`src/rtl/inst_byte_loader.sv`:
```
// inst_byte_loader: byte-serial to little-endian 16-bit word assembler feeding a FWFT FIFO
module inst_byte_loader #(
  parameter int DEPTH = 4,
  parameter int LW = $clog2(DEPTH) + 1
) (
  input  logic          clk,
  input  logic          rst,
  input  logic [7:0]    byte_in,
  input  logic          byte_valid,
  output logic          byte_ready,
  input  logic          flush,
  output logic [15:0]   inst_out,
  output logic          inst_valid,
  input  logic          inst_ready,
  output logic [LW-1:0] level,
  output logic          half,
  output logic [7:0]    issued_cnt
);
  localparam int AW = $clog2(DEPTH);
  typedef enum logic {LOW, HIGH} state_t;
  state_t state_q, state_d;
  logic [7:0] low_q, low_d, cnt_q, cnt_d;
  logic [AW-1:0] wr_q, wr_d, rd_q, rd_d;
  logic [LW-1:0] level_q, level_d;
  logic [15:0] mem [DEPTH];
  logic acc, push, pop;
  assign byte_ready = !flush && (state_q == LOW || level_q != LW'(DEPTH));
  assign inst_valid = level_q != '0 && !flush;
  assign acc = byte_valid && byte_ready;
  assign push = acc && state_q == HIGH;
  assign pop = inst_valid && inst_ready;
  assign inst_out = level_q != '0 ? mem[rd_q] : 16'h0000;
  assign level = level_q;
  assign half = state_q == HIGH;
  assign issued_cnt = cnt_q;
  always_comb begin
    state_d = flush ? LOW : acc ? (state_q == LOW ? HIGH : LOW) : state_q;
    low_d = flush ? 8'h00 : (acc && state_q == LOW) ? byte_in : low_q;
    wr_d = flush ? '0 : wr_q + AW'(push);
    rd_d = flush ? '0 : rd_q + AW'(pop);
    level_d = flush ? '0 : level_q + LW'(push) - LW'(pop);
    cnt_d = cnt_q + 8'(pop);
  end
  always_ff @(posedge clk or posedge rst) begin
    if (rst) begin
      state_q <= LOW;
      low_q <= '0;
      wr_q <= '0;
      rd_q <= '0;
      level_q <= '0;
      cnt_q <= '0;
    end else begin
      state_q <= state_d;
      low_q <= low_d;
      wr_q <= wr_d;
      rd_q <= rd_d;
      level_q <= level_d;
      cnt_q <= cnt_d;
    end
  end
  always_ff @(posedge clk) begin
    if (push) mem[wr_q] <= {byte_in, low_q};
  end
endmodule

```
`config.mk`:
```
export PLATFORM = sky130hd
export DESIGN_NAME = inst_byte_loader
export DESIGN_NICKNAME = d
export VERILOG_FILES = /design/src/rtl/inst_byte_loader.sv
export SDC_FILE = /design/constraint.sdc
export NUM_CORES = 1
export LEC_CHECK = 0
export CAP_MARGIN = 5
export CELL_PAD_IN_SITES_DETAIL_PLACEMENT = 2
export CELL_PAD_IN_SITES_GLOBAL_PLACEMENT = 2
export CORE_MARGIN = 4
export CORE_UTILIZATION = 44
export CTS_CLUSTER_DIAMETER = 200
export DETAILED_ROUTE_END_ITERATION = 6
export GPL_TIMING_DRIVEN = 1
export PLACE_DENSITY = 0.94
export SKIP_LAST_GASP = 1
export SLEW_MARGIN = 20
export SYNTH_ARGS = -nofsm -noshare
export SYNTH_HDL_FRONTEND = slang
export SYNTH_SLANG_ARGS = --single-unit
```
`constraint.sdc`:
```
create_clock -name clk -period 4.6 [get_ports clk]
set_input_delay 1.38 -clock clk [delete_from_list [all_inputs] [get_ports clk]]
set_output_delay 1.38 -clock clk [all_outputs]
set_load 0.02 [all_outputs]
```
Word-level counts from Yosys, hierarchy flattened
Memory sizes are Yosys's and may differ from the RTL's.
Cells that the tools add are included.
{ "word_totals": {"register_bits": 24, "word_cells": 36, "input_bits": 13, "ramBits": 64, "n_memories": 1} }
{ "op_classes": {"n_mux": 11, "n_reduce_logical": 11, "bitwise": 1, "eq_ne": 1, "addsub": 5} }
{ "memory_table": {"columns": ["memory", "depth", "word_bits", "read_ports", "rd_clocked_by_memory_dff", "wr", "line_no", "text"], "rows": [
  ["mem", 4, 16, 1, 0, 1, "25", "logic [15:0] mem [DEPTH];"]
]} }
{ "ops": {"columns": ["operator", "n"], "rows": [
  ["two-way mux 16 bit", 1],
  ["two-way mux 8 bit", 2],
  ["adder 8 x 1 -> 8 bit", 1],
  ["logical AND 1 bit", 6],
  ["two-way mux 1 bit", 5],
  ["adder 2 x 1 -> 2 bit", 2],
  ["two-way mux 2 bit", 2],
  ["nonzero test 2 bit", 2],
  ["adder 3 x 1 -> 3 bit", 1],
  ["two-way mux 3 bit", 1],
  ["inequality test 3 bit, second input constant", 1],
  ["nonzero test 3 bit", 1],
  ["subtractor 3 x 1 -> 3 bit", 1],
  ["zero test 1 bit", 1],
  ["logical OR 1 bit", 1],
  ["NOT 1 bit", 1]
]} }

Depth between registers and ports, before layout
{ "depth": {"ltp_word": 8, "mapped_depth": 10} }

Least setup slack after synthesis
Ideal clock, no wire load.
{ "synth_path": {"path_kind": "in2reg", "startpoint": "input port flush", "endpoint": "memory mem[2][0] (enable)", "slack_ps": 902, "required_ps": 4187, "cell_stages": 4, "t_arrival_ps": 3285, "setup_time_ps": 413, "n_path_buf": 2, "path_cell_list": "buf_2 -> or3_1 -> buf_2 -> nor3b_1"} }
{ "synth_between": {"elab_chain_len": 6} }
{ "synth_lines": {"columns": ["element", "line_no", "text"], "rows": [
  ["start, declared", "11", "input logic flush,"],
  ["zero test 1 bit", "27", "assign byte_ready = !flush && (state_q == LOW || level_q != LW'(DEPTH));"],
  ["logical AND 1 bit", "27", null],
  ["logical AND 1 bit", "29", "assign acc = byte_valid && byte_ready;"],
  ["logical AND 1 bit", "30", "assign push = acc && state_q == HIGH;"],
  ["two-way mux 1 bit", "62", "if (push) mem[wr_q] <= {byte_in, low_q};"],
  ["two-way mux 1 bit (not written as such)", "62", null],
  ["end, declared", "25", null]
]} }
No other way between the ends.

Final worst setup path
{ "layout_path": {"startpoint": "input port flush", "endpoint": "output port inst_valid"} }
{ "layout_between": {"elab_chain_len": 2} }
{ "layout_lines": {"columns": ["element", "line_no", "text"], "rows": [
  ["zero test 1 bit", "28", "assign inst_valid = level_q != '0 && !flush;"],
  ["logical AND 1 bit", "28", null],
  ["end, declared", "13", "output logic inst_valid,"]
]} }
No other way between the ends.

==> flow_summary.json <==
{
  "antenna_violating_nets_post_route": 0,
  "yosys.area_share.simple_pct": 8.40,
  "global_route.usage.total_pct": 18.5,
  "detailed_place_hpwl_um": 5380,
  "cap_violations": 0,
  "groute.layer.met1.usage_pct": 22.9,
  "area_used_by_multi_input_combinational_logic_um2": 933,
  "powerDensity_mw_per_mm2": 462,
  "critPathArrivalTime_ps": 2600,
  "yosysWarnings": 0,
  "critical_path_buf_inv_count": 2,
  "busiest_layer": "met2",
  "synth_cell_types": 27,
  "post-place-cells": 339,
  "count_of_hold_buffers_inserted_by_post_cts_repair": 0,
  "timing.critical_path.max_delay_family": "buffers and inverters",
  "grt_start_max_net_pins": 25,
  "clk_network_pwr_share_pct": 27.8,
  "yosys.area_share.xor_xnor_pct": 2.49,
  "cts_tree": "yes",
  "route.detailed.drc": 0,
  "period_needed_ps": 3980,
  "critical_path.max_fanout": 3,
  "cts.sink_count": 88,
  "power.leakage_nw": 1.58,
  "insertedDiodeCount": 0,
  "numCtsBuffers": 9,
  "wl_per_cell_um": 22.7,
  "worst-endpoint-required_ps": 3220,
  "internal-power_mw": 1.39,
  "postSynth.asyncResetShare_pct": 27.3,
  "routed_vias": 1883,
  "power.switching_mw": 0.581,
  "crit_slowest_cell": "clkdlybuf4s50_1",
  "hold_path.startpoint": "issued_cnt[7]",
  "setup-violations-final": 0,
  "clk_pin_slew_ps": 80,
  "critical_path.cell_chain": "clkdlybuf4s50_1, nor2_1, clkdlybuf4s50_1",
  "result_of_the_run": "complete, no violations",
  "holdCritPathClass": "reg -> reg",
  "most_frequent_cell_on_the_critical_path": "clkdlybuf4s50_1",
  "p_seq_share_pct": 47.2,
  "power.share.combinational_pct": 24.9,
  "synth-edff-count": 64,
  "antenna_found_initial": 0,
  "dieArea_mm2": 0.00948,
  "worstHoldEndpoint": "issued_cnt[7]",
  "initial_utilization_pct": 45.3,
  "timing.setup.tns_ps": 0,
  "port_buffers": 42,
  "finish.cell_count_without_fillers": 355,
  "critPathLaunchType": "input port",
  "mappedNetlistNets": 217,
  "synthesis.area_per_instance_um2": 17.8,
  "totalWireLength_um": 8060,
  "nNetsFinal": 268,
  "clock_skew_ps": 6.64,
  "drt_pass1_iterations": 4,
  "vdd_drop_max_mv": 0.272,
  "synthesis.area_mm2": 0.00352,
  "timing_hold_violations_final": 0,
  "grt_use_met3_pct": 3.73,
  "combinational_family_with_the_most_area_after_synthesis": "multiplexers",
  "worst-setup-path-type": "in -> out",
  "final_cell_mix": "64 x edfxtp_1, 42 x clkdlybuf4s50_1, 24 x dfrtp_1",
  "first_global_vias": 2277,
  "reg2reg_to": "level[2]",
  "clkLatencyLatePin_ps": 360,
  "final_worst_path_period_share_pct": 86.6,
  "synth_fa_ha_area_share_pct": 2.70,
  "floorplan.io_pins": 43,
  "dominant_register_cell_in_the_synthesized_netlist": "edfxtp_1",
  "timing.critical_path.slowest_cell_delay_ps": 630,
  "clock.fmax_ghz": 0.251,
  "cts.htree.levels": 3,
  "switching_share_pct": 29.4,
  "die_height_um": 97.4,
  "syn-instance-count": 197,
  "worst_slew_pin_slew_ps": 906,
  "sequential_to_total_area_share_from_yosys_stat_pct": 71.7,
  "synth_compound_gate_area_share_pct": 0.142,
  "layout-drive-gt1-share_pct": 17.8,
  "fp.coreArea_mm2": 0.00777,
  "finalWeightedCongestion": 0.724,
  "groute.layer.met2.usage_pct": 32.5,
  "crit_path_end_kind": "primary output",
  "gr-total-overflow": 0,
  "hold_worst_slack_ps": 480,
  "synth-seq-cells": 88,
  "cts-resized-gates": 0,
  "via_per_inst": 5.30,
  "synthToLayoutAreaGrowth_pct": 21.6,
  "post_cts.repair.setup_buffers": 0,
  "grt_first_pass_wirelength_um": 13200,
  "rrSetupSlack_ps": 2190,
  "root_buffer": "clkbuf_8",
  "filler_cell_count": 663,
  "register_area_mm2": 0.00252,
  "drtIter0Drc": 67,
  "timing_max_transition_violations_final": 0,
  "regToRegStartpoint": "level[2]",
  "slew_headroom_pct": 39.2,
  "min_delay_path_depth": 1,
  "layout.cells.most_common": "edfxtp_1",
  "cts-root-to-sink-buffers": 2,
  "row_count": 32,
  "worst-r2r-cell-count": 9,
  "setup_repair_after_global_routing_missed_its_margin": "false",
  "die-width_um": 97.4,
  "synth.area.mux_share_pct": 12.5
}
sequential cells by signal, summed over array words and instances (netlist names):
| signal | count |
|---|---|
| mem | 64 |
| issued_cnt | 8 |
| low_q | 8 |
| level | 3 |
| rd_q | 2 |
| wr_q | 2 |
| half | 1 |
final cells by class:
cell class                 instances  area share, %
sequential                        88           59.0
clock inverter                     6           1.55
inverter                           4          0.351
clock buffer                      10           3.22
tap                              102           2.99
timing repair buffer              49           11.1
multi-input combinational         96           21.8
worst max-delay path by stage:
stage	from	end	slack [ps]	cells after the start
floorplan	flush	mem[2][0]	900	4
CTS	flush	byte_ready	610	3
global route	flush	inst_valid	530	3
detailed placement	flush	byte_ready	600	3
finish	flush	inst_valid	620	3
global placement	flush	inst_valid	660	3
logic make-up (layout without fill, tap and decap cells):
group,count (synthesis),count (layout)
flip-flops,88,88
AND/OR/NAND/NOR,54,54
multiplexers,24,24
buffers and inverters,13,69
XOR/XNOR,10,10
adder cells (fa/ha/maj),7,7
AO/OA/AOI/OAI,1,1
power by group through the flow:
stage                     logic (mW)  registers [mW]  clock network [mW]
after floorplan                0.248           0.967                   0
after global placement         0.478           0.946                   0
after detailed placement       0.501           0.952                   0
after CTS                      0.505           0.935               0.560
after global routing           0.534           0.944               0.603
final                          0.492           0.934               0.550
metal layers:
metal / routed length, um / up-vias
li1: - / 829
met1: 3320 / 998
met2: 4410 / 49
met3: 249 / 7
met4: 80 / 0
met5: 0 / -
metrics by stage:
step	total power, mW	util [%]	area, um^2	setup WS, ps
5_1_grt	2.08	55.0	4280	531
3_3_place_gp	1.42	52.4	4070	656
6_report	1.98	55.0	4280	618
3_5_place_dp	1.45	52.4	4070	600
4_1_cts	2.00	55.0	4280	605
2_1_floorplan	1.22	-	3520	902
synthesized netlist by cell type (3+ instances only):
| cell | count | area share (%) |
|---|---|---|
| nor2_1 | 17 | 1.8 |
| nand2_1 | 4 | 0.43 |
| ha_1 | 6 | 2.1 |
| nor3_1 | 3 | 0.43 |
| dfrtp_1 | 24 | 17 |
| nand3_1 | 3 | 0.43 |
| edfxtp_1 | 64 | 55 |
| xor2_1 | 5 | 1.2 |
| inv_1 | 3 | 0.32 |
| xnor2_1 | 5 | 1.2 |
| buf_2 | 5 | 0.71 |
| mux2i_1 | 8 | 2.3 |
| mux4_2 | 16 | 10 |
| nor2b_1 | 19 | 3.4 |
worst reg2reg max path, cell delays in order (launching register included):
cell     delay [ps]
dfrtp_1         440
nor3b_2         200
or3_1           490
ha_1            330
inv_1            60
ha_1            130
inv_1            50
fa_1            370
xnor2_1         180
nor2_1           50
(Power assumes the default switching activity.)
==> edit (same settings) <==
Set the parameter `DEPTH` to 8 (it was 4).
--- a/src/rtl/inst_byte_loader.sv
+++ b/src/rtl/inst_byte_loader.sv
@@ -1,5 +1,5 @@
 // inst_byte_loader: byte-serial to little-endian 16-bit word assembler feeding a FWFT FIFO
 module inst_byte_loader #(
-  parameter int DEPTH = 4,
+  parameter int DEPTH = 8,
   parameter int LW = $clog2(DEPTH) + 1
 ) (
Interface: changed (resized level); port bits go from 43 to 44. No check against the original RTL was run, so the function may have changed too.
==> edit against the original RTL <==
- sequential cell count grew 67
- register-to-register slack worse by 0.36 ns
- maximum frequency down 8.0%
- synthesized area grew 77%
- routed wire length increased by 92%
- hold slack better by 0.0026 ns
- power increased by 94%
- utilization shrank 1.1 points
- critical path depth rose by 1
- highest routed layer unchanged
- clock power grew to 2.5 times the old value
- setup slack got worse by 0.35 ns
- die area up 70%
- final area grew 75%
==> edit: results (changes against the original RTL) <==
grt_pass1_vias: 3688  # was 2,277
cp_max_fo: 18  # was 3
synth_common_cells: "128 x edfxtp_1, 27 x dfrtp_1, 18 x nor2_1"  # was 64 x edfxtp_1, 24 x dfrtp_1, 19 x nor2b_1
antenna_found_initial: 1  # was 0
synth_edf_count: 128  # was 64
dp_slack_ns: 0.5788  # was 0.6000 ns
synth_xor_area_share_pct: 1.268  # was 2.491%
skew_ns: 0.007034  # was 0.006638 ns
cts_made_buffers: 17  # was 9
ir_drop_mv: 0.3012  # was 0.2719 mV
nets: 399  # was 268
crit_arrival_ns: 2.95  # was 2.60 ns
synth_area_leaders: "edfxtp_1 62%, dfrtp_1 11%, mux4_1 6.3%"  # was edfxtp_1 55%, dfrtp_1 17%, mux4_2 10%
synth_adder_area_share_pct: 2.736  # was 2.705%
async_flop_share_pct: 17.42  # was 27.27%
worst_hold_slack_ns: 0.4824  # was 0.4798 ns
max_stage_delay_ns: 0.74  # was 0.63 ns
grt_max_degree: 33  # was 25
met1_usage_pct: 25.41  # was 22.88%
grt.total_usage_pct: 20.64  # was 18.50%
cts-htree-levels: 4  # was 3
avgRoutedWirePerCell_um: 27.34  # was 22.71 um
r2r_cells: 11  # was 9
power.leakage_nw: 2.692  # was 1.579 nW
ys_types: 33  # was 27
largest_reg_flops: 128  # was 64
p_int_mw: 2.813  # was 1.395 mW
status: "finished, final reports clean"  # unchanged
grt_util_met2_pct: 36.36  # was 32.47%
cts_root_buf: "clkbuf_16"  # was clkbuf_8
synthMuxAreaShare_pct: 13.96  # was 12.53%
grt_first_pass_wirelength_mm: 23.83  # was 13.21 mm
reg2reg_to: "level[3]$_DFF_PP0_"  # was level[2]$_DFF_PP0_
## edit: changes by cell type in the layout (fill, tap and decap cells not counted), moves of 3 or more
cell,unedited run,this run
clkbuf_16,0,17
buf_4,7,15
nor2b_1,19,10
edfxtp_1,64,128
inv_1,2,6
a22o_1,0,16
clkbuf_8,10,7
ha_1,6,12
xor2_1,5,2
mux4_1,0,15
## edit: cell type report
cell class	instances	area, um2	share of cell area, %
sequential	155	4521	60.40
multi-input combinational	134	1583	21.15
timing repair buffer	58	543.0	7.255
clock buffer	26	529.3	7.071
tap	180	225.2	3.009
clock inverter	6	57.56	0.7690
inverter	7	26.28	0.3511
## edit: kinds of logic after synthesis
kind of cell,after synthesis
AOI/OAI and AO/OA,20
xor gates and xnor gates,9
adders and majority gates,13
buffers and inverters,22
DFF,155
muxes,41
and+or+nand+nor,51
## edit: routing by layer
metal	vias up	wire (um)
met5	-	0
met4	0	296
met3	28	625
met2	90	8367
met1	1712	6188
li1	1373	-
